<file path="config.mk">
export PLATFORM = sky130hd
export DESIGN_NAME = ring_osc_ctrl
export DESIGN_NICKNAME = d
export VERILOG_FILES = /design/src/rtl/ring_osc_ctrl.sv
export SDC_FILE = /design/constraint.sdc
export NUM_CORES = 1
export LEC_CHECK = 0
export CORE_MARGIN = 10
export CORE_UTILIZATION = 55
export CTS_BUF_LIST = sky130_fd_sc_hd__clkbuf_8
export DETAILED_ROUTE_END_ITERATION = 16
export PLACE_DENSITY = 0.77
export SETUP_SLACK_MARGIN = 0.2
export SLEW_MARGIN = 0
export SYNTH_ARGS = -nofsm -noshare
export SYNTH_HDL_FRONTEND = slang
export SYNTH_SLANG_ARGS = --single-unit
</file>
<file path="constraint.sdc">
create_clock -name iClk -period 4.9 [get_ports iClk]
set_clock_uncertainty 0.1 [all_clocks]
set_input_delay 1.225 -clock iClk [delete_from_list [all_inputs] [get_ports iClk]]
set_output_delay 1.225 -clock iClk [all_outputs]
set_load 0.02 [all_outputs]
</file>
<file path="src/rtl/ring_osc_ctrl.sv">
// Start/done frequency meter for the 5-stage ring oscillator: settle, count tap edges over a gate window, report.
// Optional RING_OSC_CTRL_CONTINUOUS_EN: back-to-back windows while iStart stays high.
module ring_osc_ctrl #(
  parameter int GATE_CYCLES   = 1000,
  parameter int SETTLE_CYCLES = 8,
  parameter int CNT_W         = 16
) (
  input  logic             iClk,
  input  logic             iRst_n,
  input  logic             iStart,
  input  logic             iRingTap,
  output logic             oRingEnable,
  output logic             oBusy,
  output logic             oDone,
  output logic [CNT_W-1:0] oCount,
  output logic             oOverflow
);

  localparam int MAXC_RAW = (GATE_CYCLES > SETTLE_CYCLES) ? GATE_CYCLES : SETTLE_CYCLES;
  localparam int MAXC     = (MAXC_RAW > 2) ? MAXC_RAW : 2;
  localparam int TMR_W    = $clog2(MAXC);

  localparam logic [TMR_W-1:0] SETTLE_LD = TMR_W'(SETTLE_CYCLES - 1);
  localparam logic [TMR_W-1:0] GATE_LD   = TMR_W'(GATE_CYCLES - 1);
  localparam logic [TMR_W-1:0] DRAIN_LD  = TMR_W'(1);
  localparam logic [TMR_W-1:0] TMR_ONE   = TMR_W'(1);
  localparam logic [CNT_W-1:0] CNT_ONE   = CNT_W'(1);
  localparam logic [CNT_W-1:0] CNT_MAX   = '1;

  typedef enum logic [2:0] {
    S_IDLE   = 3'd0,
    S_SETTLE = 3'd1,
    S_GATE   = 3'd2,
    S_DRAIN  = 3'd3,
    S_DONE   = 3'd4
  } state_t;

  state_t           state_q, state_d;
  logic [TMR_W-1:0] tmr_q, tmr_d;
  logic [2:0]       sync_q, sync_d;
  logic [CNT_W-1:0] cnt_q, cnt_d;
  logic             ovf_q, ovf_d;
  logic [CNT_W-1:0] count_q, count_d;
  logic             ovf_out_q, ovf_out_d;
  logic             edge_det;
`ifdef RING_OSC_CTRL_CONTINUOUS_EN
  logic             cont_q, cont_d;
`endif

  // sync_q[1:0] is the two-flop synchronizer, sync_q[2] the delayed copy for edge detection
  always_comb begin
    sync_d   = {sync_q[1:0], iRingTap};
    edge_det = sync_q[1] & ~sync_q[2];
  end

  always_comb begin
    state_d   = state_q;
    tmr_d     = tmr_q;
    cnt_d     = cnt_q;
    ovf_d     = ovf_q;
    count_d   = count_q;
    ovf_out_d = ovf_out_q;
`ifdef RING_OSC_CTRL_CONTINUOUS_EN
    cont_d    = cont_q;
`endif
    case (state_q)
      S_IDLE: begin
        if (iStart) begin
          state_d = S_SETTLE;
          tmr_d   = SETTLE_LD;
          cnt_d   = '0;
          ovf_d   = 1'b0;
        end
      end
      S_SETTLE: begin
        if (tmr_q == '0) begin
          state_d = S_GATE;
          tmr_d   = GATE_LD;
        end else begin
          tmr_d = tmr_q - TMR_ONE;
        end
      end
      S_GATE: begin
        if (edge_det) begin
          if (cnt_q == CNT_MAX) begin
            ovf_d = 1'b1;
          end else begin
            cnt_d = cnt_q + CNT_ONE;
          end
        end
        if (tmr_q == '0) begin
          state_d = S_DRAIN;
          tmr_d   = DRAIN_LD;
`ifdef RING_OSC_CTRL_CONTINUOUS_EN
          // Decide at window close whether the ring keeps running through DRAIN/DONE
          cont_d  = iStart;
`endif
        end else begin
          tmr_d = tmr_q - TMR_ONE;
        end
      end
      S_DRAIN: begin
        if (tmr_q == '0) begin
          state_d   = S_DONE;
          count_d   = cnt_q;
          ovf_out_d = ovf_q;
        end else begin
          tmr_d = tmr_q - TMR_ONE;
        end
      end
      S_DONE: begin
`ifdef RING_OSC_CTRL_CONTINUOUS_EN
        if (iStart) begin
          state_d = S_GATE;
          tmr_d   = GATE_LD;
          cnt_d   = '0;
          ovf_d   = 1'b0;
        end else begin
          state_d = S_IDLE;
          cont_d  = 1'b0;
        end
`else
        state_d = S_IDLE;
`endif
      end
      default: begin
        state_d = S_IDLE;
      end
    endcase
  end

  always_ff @(posedge iClk or negedge iRst_n) begin
    if (!iRst_n) begin
      state_q   <= S_IDLE;
      tmr_q     <= '0;
      sync_q    <= '0;
      cnt_q     <= '0;
      ovf_q     <= 1'b0;
      count_q   <= '0;
      ovf_out_q <= 1'b0;
`ifdef RING_OSC_CTRL_CONTINUOUS_EN
      cont_q    <= 1'b0;
`endif
    end else begin
      state_q   <= state_d;
      tmr_q     <= tmr_d;
      sync_q    <= sync_d;
      cnt_q     <= cnt_d;
      ovf_q     <= ovf_d;
      count_q   <= count_d;
      ovf_out_q <= ovf_out_d;
`ifdef RING_OSC_CTRL_CONTINUOUS_EN
      cont_q    <= cont_d;
`endif
    end
  end

  // Outputs decode straight from registered state so reset drops the ring enable at once
  always_comb begin
`ifdef RING_OSC_CTRL_CONTINUOUS_EN
    oRingEnable = (state_q == S_SETTLE) || (state_q == S_GATE) ||
                  (cont_q && ((state_q == S_DRAIN) || (state_q == S_DONE)));
`else
    oRingEnable = (state_q == S_SETTLE) || (state_q == S_GATE);
`endif
    oBusy     = (state_q != S_IDLE);
    oDone     = (state_q == S_DONE);
    oCount    = count_q;
    oOverflow = ovf_out_q;
  end

endmodule

</file>
**After elaboration in Yosys (flattened, before gate mapping)**

Index checks and enable logic that the tools add are counted.

- Logic and storage cells: 53
- Register bits after elaboration: 50
- Bits of input ports: 4

- $add $sub $neg: 2
- Mux-type cells: 18
- Bitwise gates (word level): 2
- Reductions and logical operators: 11
- Eq/ne operators: 13

Operators with widths:

| cell | count |
|---|---|
| $mux W16 | 3 |
| $mux W10 | 4 |
| $pmux W10 S4 | 1 |
| $pmux W16 S2 | 1 |
| $add A16 B1 Y16 const B | 1 |
| $eq A16 B16 Y1 const B | 1 |
| $ne A2 B2 Y1 const B | 8 |
| $mux W3 | 4 |
| $pmux W3 S4 | 1 |
| $reduce_and A4 Y1 | 3 |
| $logic_not A10 Y1 | 1 |
| $sub A10 B1 Y10 const B | 1 |
| $eq A3 B2 Y1 const B | 2 |
| $reduce_bool A4 Y1 | 1 |
| $eq A3 B1 Y1 const B | 1 |
| $eq A3 B3 Y1 const B | 1 |
| $logic_not A3 Y1 | 1 |
| $mux W1 | 3 |
| $reduce_and A3 Y1 | 1 |
| $reduce_bool A3 Y1 | 1 |
| $pmux W1 S2 | 1 |
| $reduce_and A2 Y1 | 1 |
| $reduce_bool A2 Y1 | 1 |
| $and A1 B1 Y1 | 1 |
| other kinds (2) | 2 |

**Logic depth before layout (Yosys ltp)**

- Word-level depth: 4
- Depth in mapped cells: 7
- Mapped depth without buffers: 6

**Worst setup path after synthesis**

No wires, ideal clock.

- Path type: input port to flip-flop
- From: input port iStart
- To: register cnt_q[10]
- Path slack: 2,399 ps
- Path buffers: 0
- Stages on the path: 4
- Arrival time: 2,323 ps
- Setup time: 78 ps
- Path through: nor2b_1 o2111ai_1 or4_1 a21oi_1

- Cells in the longest elaborated chain, start to end: 2

Ends and longest elaborated chain:

| item | line | RTL |
|---|---|---|
| start, declared | 10 | `input logic iStart,` |
| $ne A2 B2 Y1 (no line) | -- |  |
| $reduce_and A4 Y1 (no line) | -- |  |
| end signal, assigned | 148 | `cnt_q <= cnt_d;` |
| end, declared | 41 | `logic [CNT_W-1:0] cnt_q, cnt_d;` |

No other way between the ends.
A chain may end at the register's enable or synchronous reset.

**Worst setup path in the final report**

- From: register state_q[0]
- To: output port oDone

- Cells in the longest elaborated chain, start to end: 1

Ends and longest elaborated chain:

| item | line | RTL |
|---|---|---|
| start, declared | 38 | `state_t state_q, state_d;` |
| start signal, assigned | 145 | `state_q <= state_d;` |
| $eq A3 B3 Y1 | 167 | `oDone = (state_q == S_DONE);` |
| end, declared | 14 | `output logic oDone,` |

No other way between the ends.

==> impl_metrics.tcl <==
set metrics [dict create \
    p_switching_uw 357 \
    postRouteWirelength_mm 5.67 \
    post_dp_cell_area_um2 2920 \
    power_density_nw_per_um2 350 \
    worstPathMaxFanout 12 \
    synth_compound_gate_area_share_pct 17.0 \
    setup.worst_path.start_class "flop" \
    yosysSeqAreaShare_pct 47.1 \
    route.detailed.wl_per_inst_um 17.2 \
    final_util_pct 64.4 \
    maximum_number_of_pins_on_one_net_before_global_route_repair 51 \
    critical_path_buf_inv_count 2 \
    first_global_vias 2025 \
    yosys-top-cells-area "dfrtp_1, mux2_2, o31ai_1, a21oi_1, and4_1" \
    hold_path_startpoint "sync_q[0]$_DFF_PN0_" \
    row_count 25 \
    minimum_clock_period_after_layout_ps 3260 \
    synthDominantAreaCellType "dfrtp_1" \
    wire_length_of_the_first_global_routing_pass_mm 9.98 \
    htree_levels 2 \
    maxSlewHeadroom_pct 28.7 \
    crit_required_ps 3580 \
    synth_top_flop_cell "dfrtp_1" \
    arrival_time_at_the_worst_endpoint_ps 1930 \
    crit-reg2reg-launch "tmr_q[4]$_DFFE_PN0P_" \
    via_count 2099 \
    leakagePower_nw 1.29 \
    share_comb_of_total_power_pct 23.9 \
    top_level_ports 24 \
    remaining_drc_errors 0 \
    die_x_um 89.5 \
    intPower_uw 699 \
    gr-usage-all-layers_pct 15.7 \
    clock_latency_on_the_worst_skew_pair_ps 310 \
    tritoncts "done" \
    cts_post_setup_buffers_inserted 0 \
    max_freq_ghz 0.307 \
    slew_violations 0 \
    yosysTopAreaCellShare_pct 47.1 \
    p_seq_share_pct 50.9 \
    place_hpwl_mm 3.98 \
    clock_pin_slew_on_the_worst_setup_and_hold_paths_ps 90 \
    run_status "finished clean" \
    postCtsResizedCells 0 \
    hold_ws_ps 266 \
    edff_count_synth 0 \
    io_buffers 23 \
    coreArea_um2 4690 \
    place.gp.congestion 0.878 \
    route.detailed.vias_per_inst 6.38 \
    r2r_setup_slack_ps 2400 \
    synth.most_common_cell "dfrtp_1" \
    cts_made_buffers 5 \
    final.fill_count 381 \
    syn-mean-instance-area_um2 10.5 \
    die_height_um 89.5 \
    power.share.clock_pct 25.2 \
    synth.top_cells.by_count "dfrtp_1, mux2_2, nand2_1" \
    max-cap-violations 0 \
    yosysWarnings 0 \
    post_route_cells_drive_above_1_share_pct 15.3 \
    power_switching_share_pct 33.8 \
    syn2layout_area_growth_pct 13.6 \
    detail_route.iter0.violations 168 \
    min_period_over_period_pct 66.4 \
    report.final.hold_viol_count 0 \
    synthesis.area_um2 2660 \
    synth_fa_ha_area_share_pct 1.41 \
    detailedRoute.firstPassIterationCount 4 \
    slowest_cell_on_the_critical_path "clkdlybuf4s50_1" \
    buffer_cell_driving_the_clock_tree_root "clkbuf_8" \
    final.setup.tns_ps 0 \
    fin_area_um2 3020 \
    cts.sink_count 50 \
    report.power.total_mw 1.06 \
    worst_path_dominant_cell_family "buffers and inverters" \
    post_synth_xor_area_fraction_pct 0.659 \
    timing_worst_setup_path_type "flop to output pin" \
    syn_nets 260 \
    post_synth_and_or_nand_nor_area_fraction_pct 21.6 \
    setup-violations-final 0 \
    overflow 0 \
    antenna_found_initial 0 \
    initial_cell_density_of_the_core_pct 56.7 \
    design.final.nets 281 \
    netlist_instances 253 \
    postRouteAntennaNets 0 \
    worstMarginPinSlew_ps 1060 \
    cts-hold-fix-buffers 0 \
    ys_seq_elements 50 \
    die_area_um2 8020 \
    cts-root-to-sink-buffers 2 \
    synthDistinctLibCells 59 \
    synth_top_family_by_area "simple AND/OR/NAND/NOR gates" \
    antenna_cells_inserted 0 \
    crit_start "state_q[0]$_DFFE_PN0P_" \
    critical-path-max-stage-delay_ps 600 \
    hold_path.class "flop to flop" \
    cp_cell_sequence "inv_1 -> and3_1 -> clkdlybuf4s50_1" \
    async_reset_ff_share_pct 100 \
    crit_end_category "output pin" \
    setup_repair_after_global_routing_missed_its_margin "false" \
    worst_ir_drop_vdd_mv 0.307 \
    synth.area.mux_share_pct 8.75 \
]
[power by group through the flow]
stage	combinational (mW)	clock (mW)	sequential, mW
CTS	0.252	0.275	0.538
global route	0.284	0.293	0.554
finish	0.252	0.267	0.538
floorplan	0.212	0	0.514
detailed placement	0.251	0	0.546
global placement	0.243	0	0.544
[metal layers]
layer / up-vias / track usage (%) / share of wire, %
li1: 1020 / - / -
met1: 1026 / 21.9 / 48
met2: 44 / 23.0 / 45
met3: 9 / 3.74 / 5.1
met4: 0 / 5.78 / 1.4
met5: - / 0 / 0
[path summary, 6_finish.rpt]
check / cells past startpoint / end
min in group asynchronous: 2 / cnt_q[6]$_DFFE_PN0P_
max in group asynchronous: 2 / state_q[2]$_DFFE_PN0P_
worst max register to register: 5 / oCount[6]$_DFFE_PN0P_
worst min register to register: 0 / sync_q[1]$_DFF_PN0_
worst min-delay path: 0 / sync_q[1]$_DFF_PN0_
worst max-delay path: 3 / oDone
[placed cells by master, fill, tap and decap left out, types with 5 or more instances in the layout]
master	Yosys	routed
o211ai_1	5	5
clkbuf_8	0	7
nor4_1	5	5
or4_1	5	5
mux2_2	18	18
o21ai_0	5	5
a31oi_1	8	8
and4_1	6	6
nand3_1	8	8
nor2_1	10	10
dfrtp_1	50	50
nor3_1	8	8
o31ai_1	9	9
a21oi_1	12	12
clkdlybuf4s50_1	0	22
inv_1	11	11
nand2_1	13	13
[metrics by stage]
stage	setup slack, ps	cells
floorplan	2400	253
global placement	1530	321
detailed placement	1480	321
CTS	1640	329
global route	1540	329
finish	1640	329
[layout make-up]
class                           count  area (µm²)  share of cell area [%]
Clock inverter                      1        8.76                   0.290
Multi-Input combinational cell    181        1320                    43.5
Clock buffer                        7        96.3                    3.19
Timing Repair Buffer               25         240                    7.95
Inverter                           11        41.3                    1.37
Sequential cell                    50        1250                    41.4
Tap cell                           54        67.6                    2.24
[logic make-up (layout without fill, tap and decap cells)]
family	count (synthesis)	in the layout
buffers and inverters	22	44
AOI/OAI and AO/OA	64	64
and+or+nand+nor	91	91
DFF	50	50
adders and majority gates	3	3
xor gates and xnor gates	2	2
muxes	21	21
[flip-flops by register name, summed over array words and instances (netlist names)]
register   count
cnt_q         16
oCount        16
tmr_q         10
state_q        3
sync_q         3
oOverflow      1
ovf_q          1
Note: power is estimated with default switching activity, not from simulation.
